[config.mk]
export PLATFORM = sky130hd
export DESIGN_NAME = ps2_host_tx
export DESIGN_NICKNAME = d
export VERILOG_FILES = /design/src/rtl/ps2_host_tx_pkg.sv /design/src/rtl/ps2_host_tx_sync_edge.sv /design/src/rtl/ps2_host_tx.sv
export SDC_FILE = /design/constraint.sdc
export NUM_CORES = 1
export LEC_CHECK = 0
export CAP_MARGIN = 20
export CORE_MARGIN = 2
export CORE_UTILIZATION = 49
export DETAILED_ROUTE_END_ITERATION = 8
export PLACE_DENSITY = 0.67
export SLEW_MARGIN = 20
export SYNTH_ARGS = -nofsm -noshare
export SYNTH_HDL_FRONTEND = slang
export SYNTH_SLANG_ARGS = --single-unit
[constraint.sdc]
create_clock -name clk -period 2.7 [get_ports clk]
set_input_delay 0.27 -clock clk [delete_from_list [all_inputs] [get_ports clk]]
set_output_delay 0.27 -clock clk [all_outputs]
set_load 0.005 [all_outputs]
[src/rtl/ps2_host_tx_pkg.sv]
// rtl/ps2_host_tx_pkg.sv - shared states, PS/2 command codes and default timing for the host transmitter
package ps2_host_tx_pkg;

  typedef enum logic [2:0] {
    ST_IDLE,
    ST_INHIBIT,
    ST_REQ,
    ST_RUN,
    ST_ACK_WAIT,
    ST_DONE,
    ST_FAIL
  } state_t;

  localparam logic [7:0] CMD_SET_LEDS = 8'hED;
  localparam logic [7:0] CMD_ENABLE   = 8'hF4;
  localparam logic [7:0] CMD_RESET    = 8'hFF;
  localparam logic [7:0] RSP_ACK      = 8'hFA;

  // Default counts assume a 50 MHz system clock.
  localparam int DEF_INHIBIT_CYCLES = 6000;
  localparam int DEF_START_TIMEOUT  = 750000;
  localparam int DEF_FRAME_TIMEOUT  = 100000;

  // Wire order is LSB first: d0..d7, odd parity, stop.
  function automatic logic [9:0] build_frame(input logic [7:0] data);
    return {1'b1, ~^data, data};
  endfunction

  function automatic int max3(input int a, input int b, input int c);
    int m;
    m = (a > b) ? a : b;
    return (m > c) ? m : c;
  endfunction

endpackage

[src/rtl/ps2_host_tx_sync_edge.sv]
// rtl/ps2_host_tx_sync_edge.sv - 2-FF synchronizers for PS/2 clock and data plus clock falling-edge detect
module ps2_host_tx_sync_edge (
  input  logic clk,
  input  logic resetn,
  input  logic ps2_clk_i,
  input  logic ps2_dat_i,
  output logic sync_clk,
  output logic sync_dat,
  output logic clk_fall
);

  logic clk_meta;
  logic dat_meta;
  logic clk_prev;

  // Idle bus level is high, so reset to 1 to avoid a spurious fall after reset.
  always_ff @(posedge clk or negedge resetn) begin
    if (!resetn) begin
      clk_meta <= 1'b1;
      sync_clk <= 1'b1;
      clk_prev <= 1'b1;
      dat_meta <= 1'b1;
      sync_dat <= 1'b1;
    end else begin
      clk_meta <= ps2_clk_i;
      sync_clk <= clk_meta;
      clk_prev <= sync_clk;
      dat_meta <= ps2_dat_i;
      sync_dat <= dat_meta;
    end
  end

  assign clk_fall = clk_prev & ~sync_clk;

endmodule

[src/rtl/ps2_host_tx.sv]
// rtl/ps2_host_tx.sv - PS/2 host-to-device command transmitter with inhibit/RTS, device-clocked shift-out and ACK check
module ps2_host_tx
  import ps2_host_tx_pkg::*;
#(
  parameter int INHIBIT_CYCLES = DEF_INHIBIT_CYCLES,
  parameter int START_TIMEOUT  = DEF_START_TIMEOUT,
  parameter int FRAME_TIMEOUT  = DEF_FRAME_TIMEOUT
) (
  input  logic       clk,
  input  logic       resetn,
  input  logic [7:0] tx_data,
  input  logic       tx_valid,
  output logic       tx_ready,
  input  logic       ps2_clk_i,
  input  logic       ps2_dat_i,
  output logic       ps2_clk_oe,
  output logic       ps2_dat_oe,
  output logic       busy,
  output logic       done,
  output logic       err
);

  localparam int CNT_W = $clog2(max3(INHIBIT_CYCLES, START_TIMEOUT, FRAME_TIMEOUT) + 1);
  localparam logic [CNT_W-1:0] INH_LAST   = CNT_W'(INHIBIT_CYCLES - 1);
  localparam logic [CNT_W-1:0] START_LAST = CNT_W'(START_TIMEOUT - 1);
  localparam logic [CNT_W-1:0] FRAME_LAST = CNT_W'(FRAME_TIMEOUT - 1);

  state_t           state, state_nxt;
  logic [9:0]       sreg;
  logic [3:0]       bit_cnt;
  logic [CNT_W-1:0] cnt;
  logic             drive_q;
  logic             sync_clk, sync_dat, clk_fall;
  logic             accept, shift, cnt_clr, cnt_set1, started;

  ps2_host_tx_sync_edge u_sync (
    .clk       (clk),
    .resetn    (resetn),
    .ps2_clk_i (ps2_clk_i),
    .ps2_dat_i (ps2_dat_i),
    .sync_clk  (sync_clk),
    .sync_dat  (sync_dat),
    .clk_fall  (clk_fall)
  );

  always_ff @(posedge clk or negedge resetn) begin
    if (!resetn) state <= ST_IDLE;
    else         state <= state_nxt;
  end

  // The first device fall switches cnt from the start timer to the frame timer.
  assign started = (bit_cnt != 4'd0);

  always_comb begin
    state_nxt  = state;
    tx_ready   = 1'b0;
    busy       = 1'b1;
    done       = 1'b0;
    err        = 1'b0;
    ps2_clk_oe = 1'b0;
    ps2_dat_oe = 1'b0;
    accept     = 1'b0;
    shift      = 1'b0;
    cnt_clr    = 1'b0;
    cnt_set1   = 1'b0;
    case (state)
      ST_IDLE: begin
        tx_ready = 1'b1;
        busy     = 1'b0;
        if (tx_valid) begin
          accept    = 1'b1;
          cnt_clr   = 1'b1;
          state_nxt = ST_INHIBIT;
        end
      end
      ST_INHIBIT: begin
        ps2_clk_oe = 1'b1;
        if (cnt == INH_LAST) begin
          cnt_clr   = 1'b1;
          state_nxt = ST_REQ;
        end
      end
      ST_REQ: begin
        ps2_clk_oe = 1'b1;
        ps2_dat_oe = 1'b1;
        cnt_clr    = 1'b1;
        state_nxt  = ST_RUN;
      end
      ST_RUN: begin
        ps2_dat_oe = drive_q;
        if (started && cnt == FRAME_LAST) begin
          state_nxt = ST_FAIL;
        end else if (clk_fall) begin
          cnt_set1 = !started;
          if (bit_cnt == 4'd10) state_nxt = sync_dat ? ST_FAIL : ST_ACK_WAIT;
          else                  shift = 1'b1;
        end else if (!started && cnt == START_LAST) begin
          state_nxt = ST_FAIL;
        end
      end
      ST_ACK_WAIT: begin
        if (cnt == FRAME_LAST)          state_nxt = ST_FAIL;
        else if (sync_clk && sync_dat)  state_nxt = ST_DONE;
      end
      ST_DONE: begin
        done      = 1'b1;
        state_nxt = ST_IDLE;
      end
      ST_FAIL: begin
        err       = 1'b1;
        state_nxt = ST_IDLE;
      end
      default: state_nxt = ST_IDLE;
    endcase
  end

  // drive_q starts at 1 so the start bit stays on the line until the first fall.
  always_ff @(posedge clk or negedge resetn) begin
    if (!resetn) begin
      sreg    <= '0;
      bit_cnt <= '0;
      cnt     <= '0;
      drive_q <= 1'b0;
    end else begin
      if (accept) begin
        sreg    <= build_frame(tx_data);
        bit_cnt <= '0;
        drive_q <= 1'b1;
      end else if (shift) begin
        drive_q <= ~sreg[0];
        sreg    <= {1'b0, sreg[9:1]};
        bit_cnt <= bit_cnt + 4'd1;
      end
      if (cnt_clr)                cnt <= '0;
      else if (cnt_set1)          cnt <= {{(CNT_W-1){1'b0}}, 1'b1};
      else if (state != ST_IDLE)  cnt <= cnt + 1'b1;
    end
  end

endmodule
==> flow_summary.ini <==
[synth]
yosys_warnings = 0
async_flop_share_pct = 100
syn_avg_cell_area_um2 = 9.70
ys.flop_type = dfrtp_1
synth_top_area_share_pct = 40.5
synthXorXnorAreaFrac_pct = 9.70
ys_ff_latch = 43
synth_top_family_by_area = simple AND/OR/NAND/NOR gates
synth-simple-area-share_pct = 24.8
syn_inst = 242
seq_area_frac_synth_pct = 46.1
synth_nets = 259
synth_mux_area_share_pct = 2.56
syn-cell-area_um2 = 2350
yosysTopAreaCell = dfrtp_1
yosysUniqueCellTypes = 49
synthAdderAreaFrac_pct = 2.13
synth_edf_count = 0
synth.area.top_cells = dfrtp_1 41%, dfstp_2 5.6%, nor2_1 5.6%, xnor2_1 4.9%, xor2_1 4.9%
synth_compound_area_share_pct = 11.2

[routing]
final_antenna_net_count = 0
vias = 1792
wl_per_cell_um = 14.5
wirelength_um = 4640
viasPerCell = 5.60
drc_errors = 0
dr.pass1.iters = 4
drtIter0Drc = 163

[cells_and_area]
fill_cells = 428
drive_above_1_share_pct = 10.5
num_antenna_cells = 0
area.growth.synth_to_final_pct = 15.4
finalInstanceArea_um2 = 2710
finalNetCount = 282
finalCoreUtilization_pct = 58.1

[job]
maxCapViolCount = 0

[global_routing]
grt_overflow = 0
grt_max_degree = 44
grt_first_pass_wirelength_um = 7810
antenna_found_initial = 0
grt_pass1_vias = 1732
track_usage_pct = 18.9

[die]
start_util_pct = 50.4
die_area_um2 = 5360
fp.dieH_um = 73.2
ios = 19
core_um2 = 4660
fp.dieW_um = 73.2
core.rowCount = 25

[clocking]
cts_resized = 0
cts_made_buffers = 5
clk_pin_slew_ps = 90
cts.sinks = 43
post_cts_buffers = 0
clk_path_buf_depth = 2
ctsHoldBuffers = 0
clock_latency_ps = 300
cts_tree = done
h-tree-depth = 2
root_buffer = clkbuf_8

[sta]
worstMarginPinSlew_ps = 946
setup_ws_ps = 233
max_freq_mhz = 405
hold_violations = 0
worst_clock_skew_ps = 10.0
setup_viol = 0
rsz0062_at_grt = false
max-slew-margin-rel_pct = 37.0
finalSetupTns_ps = 0
slew_violations = 0
layout_min_cycle_time_ps = 2470
timing.final.crit_share_pct = 91.4

[power_and_ir_drop]
ir_drop_uv = 562
seqPwrFrac_pct = 42.0
cellLeakagePower_uw = 0.00116
power_switching_uw = 795
power_density_nw_per_um2 = 839
pwr-share-comb_pct = 35.0
intPower_uw = 1480
clockPowerShare_pct = 23.1
switching_share_pct = 35.0

[setup_path]
criticalPathCategory = register to primary output
worstPathRequired_ps = 2430
crit_arrival_ps = 2200
r2r_start = bit_cnt[0]
rrSetupSlack_ps = 450
rr_worst_depth = 7
startpoint_type = register
rr_endpoint = sreg[1]
cp_max_fo = 12
endpoint_kind = primary output

[place]
post-place-ws_ps = 478
dp_hpwl_um = 3320
routabilityCongestion = 0.808
placed_area_um2 = 2590
port_buffers = 18

[min_path]
hold_path.class = input port to async pin

[status]
outcome = finished, final reports clean
power by group through the flow:
stage	clock network [uW]	logic (uW)	registers, uW
after floorplan	0	593	903
after global placement	0	787	962
after detailed placement	0	795	963
after CTS	538	801	952
after global routing	557	891	977
final	525	794	953
synth_stat cells (5+ instances only):
| cell | instances |
|---|---|
| dfrtp_1 | 38 |
| nand4_1 | 7 |
| xor2_1 | 13 |
| nor3_1 | 9 |
| mux2i_1 | 6 |
| xnor2_1 | 13 |
| nand2_1 | 19 |
| nand3_1 | 11 |
| inv_1 | 10 |
| nor2_1 | 35 |
| dfstp_2 | 5 |
| a21oi_1 | 10 |
through the flow:
step,power [uW],hold slack [ps],std cells
2_1_floorplan,1500,-25.6,242
3_3_place_gp,1750,346,312
3_5_place_dp,1760,347,312
4_1_cts,2290,149,320
5_1_grt,2420,183,320
6_report,2270,109,320
final cells by class:
| type | instances | area (um2) | area share, % |
|---|---|---|---|
| clock buffer | 6 | 82.6 | 3.05 |
| clock inverter | 2 | 35.0 | 1.29 |
| inverter | 10 | 37.5 | 1.39 |
| multi-input combinational | 181 | 1180 | 43.7 |
| sequential | 43 | 1080 | 40.0 |
| tap | 54 | 67.6 | 2.50 |
| timing repair buffer | 24 | 220 | 8.13 |
logic make-up after synthesis:
family	Yosys count
and+or+nand+nor	109
AOI/OAI and AO/OA	36
adders and majority gates	4
buffers and inverters	18
muxes	6
DFF	43
xor gates and xnor gates	26
how the worst max path moves through the flow:
stage | cells after the start | slack, ps | from | to
floorplan | 6 | 780 | cnt[13] | cnt[5]
global placement | 7 | 490 | bit_cnt[0] | sreg[2]
detailed placement | 7 | 480 | bit_cnt[0] | sreg[1]
CTS | 3 | 240 | state[0] | busy
global route | 3 | 140 | state[0] | busy
finish | 3 | 230 | state[0] | busy
cells in the final DEF, fill, tap and decap left out, drive strengths merged, types with 3 or more instances in the layout:
cell           Yosys  final
or3                3      3
clkbuf             3      6
inv               10     10
nand2             19     19
buf                5      7
nand3             11     11
o21ai              3      3
nor4               4      4
xor2              13     13
mux2i              6      6
a21oi             11     11
clkdlybuf4s50      0     17
xnor2             13     13
a21o               4      4
nor2              35     35
dfrtp             38     38
nor3               9      9
dfstp              5      5
nand4              7      7
ha                 4      4
a22o               4      4
or4                3      3
registers in the layout, indices dropped and copies added (netlist names):
register         flops
u_sync.dat_meta      1
sreg                10
state                3
u_sync.clk_meta      1
bit_cnt              4
u_sync.sync_dat      1
u_sync.sync_clk      1
drive_q              1
cnt                 20
u_sync.clk_prev      1
worst max-delay path: stages, from the launching register on:
cell and delay [ps]:
dfrtp_1 540, nor3_1 600, inv_1 250, clkdlybuf4s50_1 500
per-layer routing:
metal | track usage [%] | wire length, um | up-vias
li1 | - | - | 898
met1 | 25.1 | 2300 | 863
met2 | 30.2 | 2150 | 24
met3 | 4.28 | 125 | 7
met4 | 6.58 | 65 | 0
met5 | 0 | 0 | -
Power figures use the tool's default switching activity.
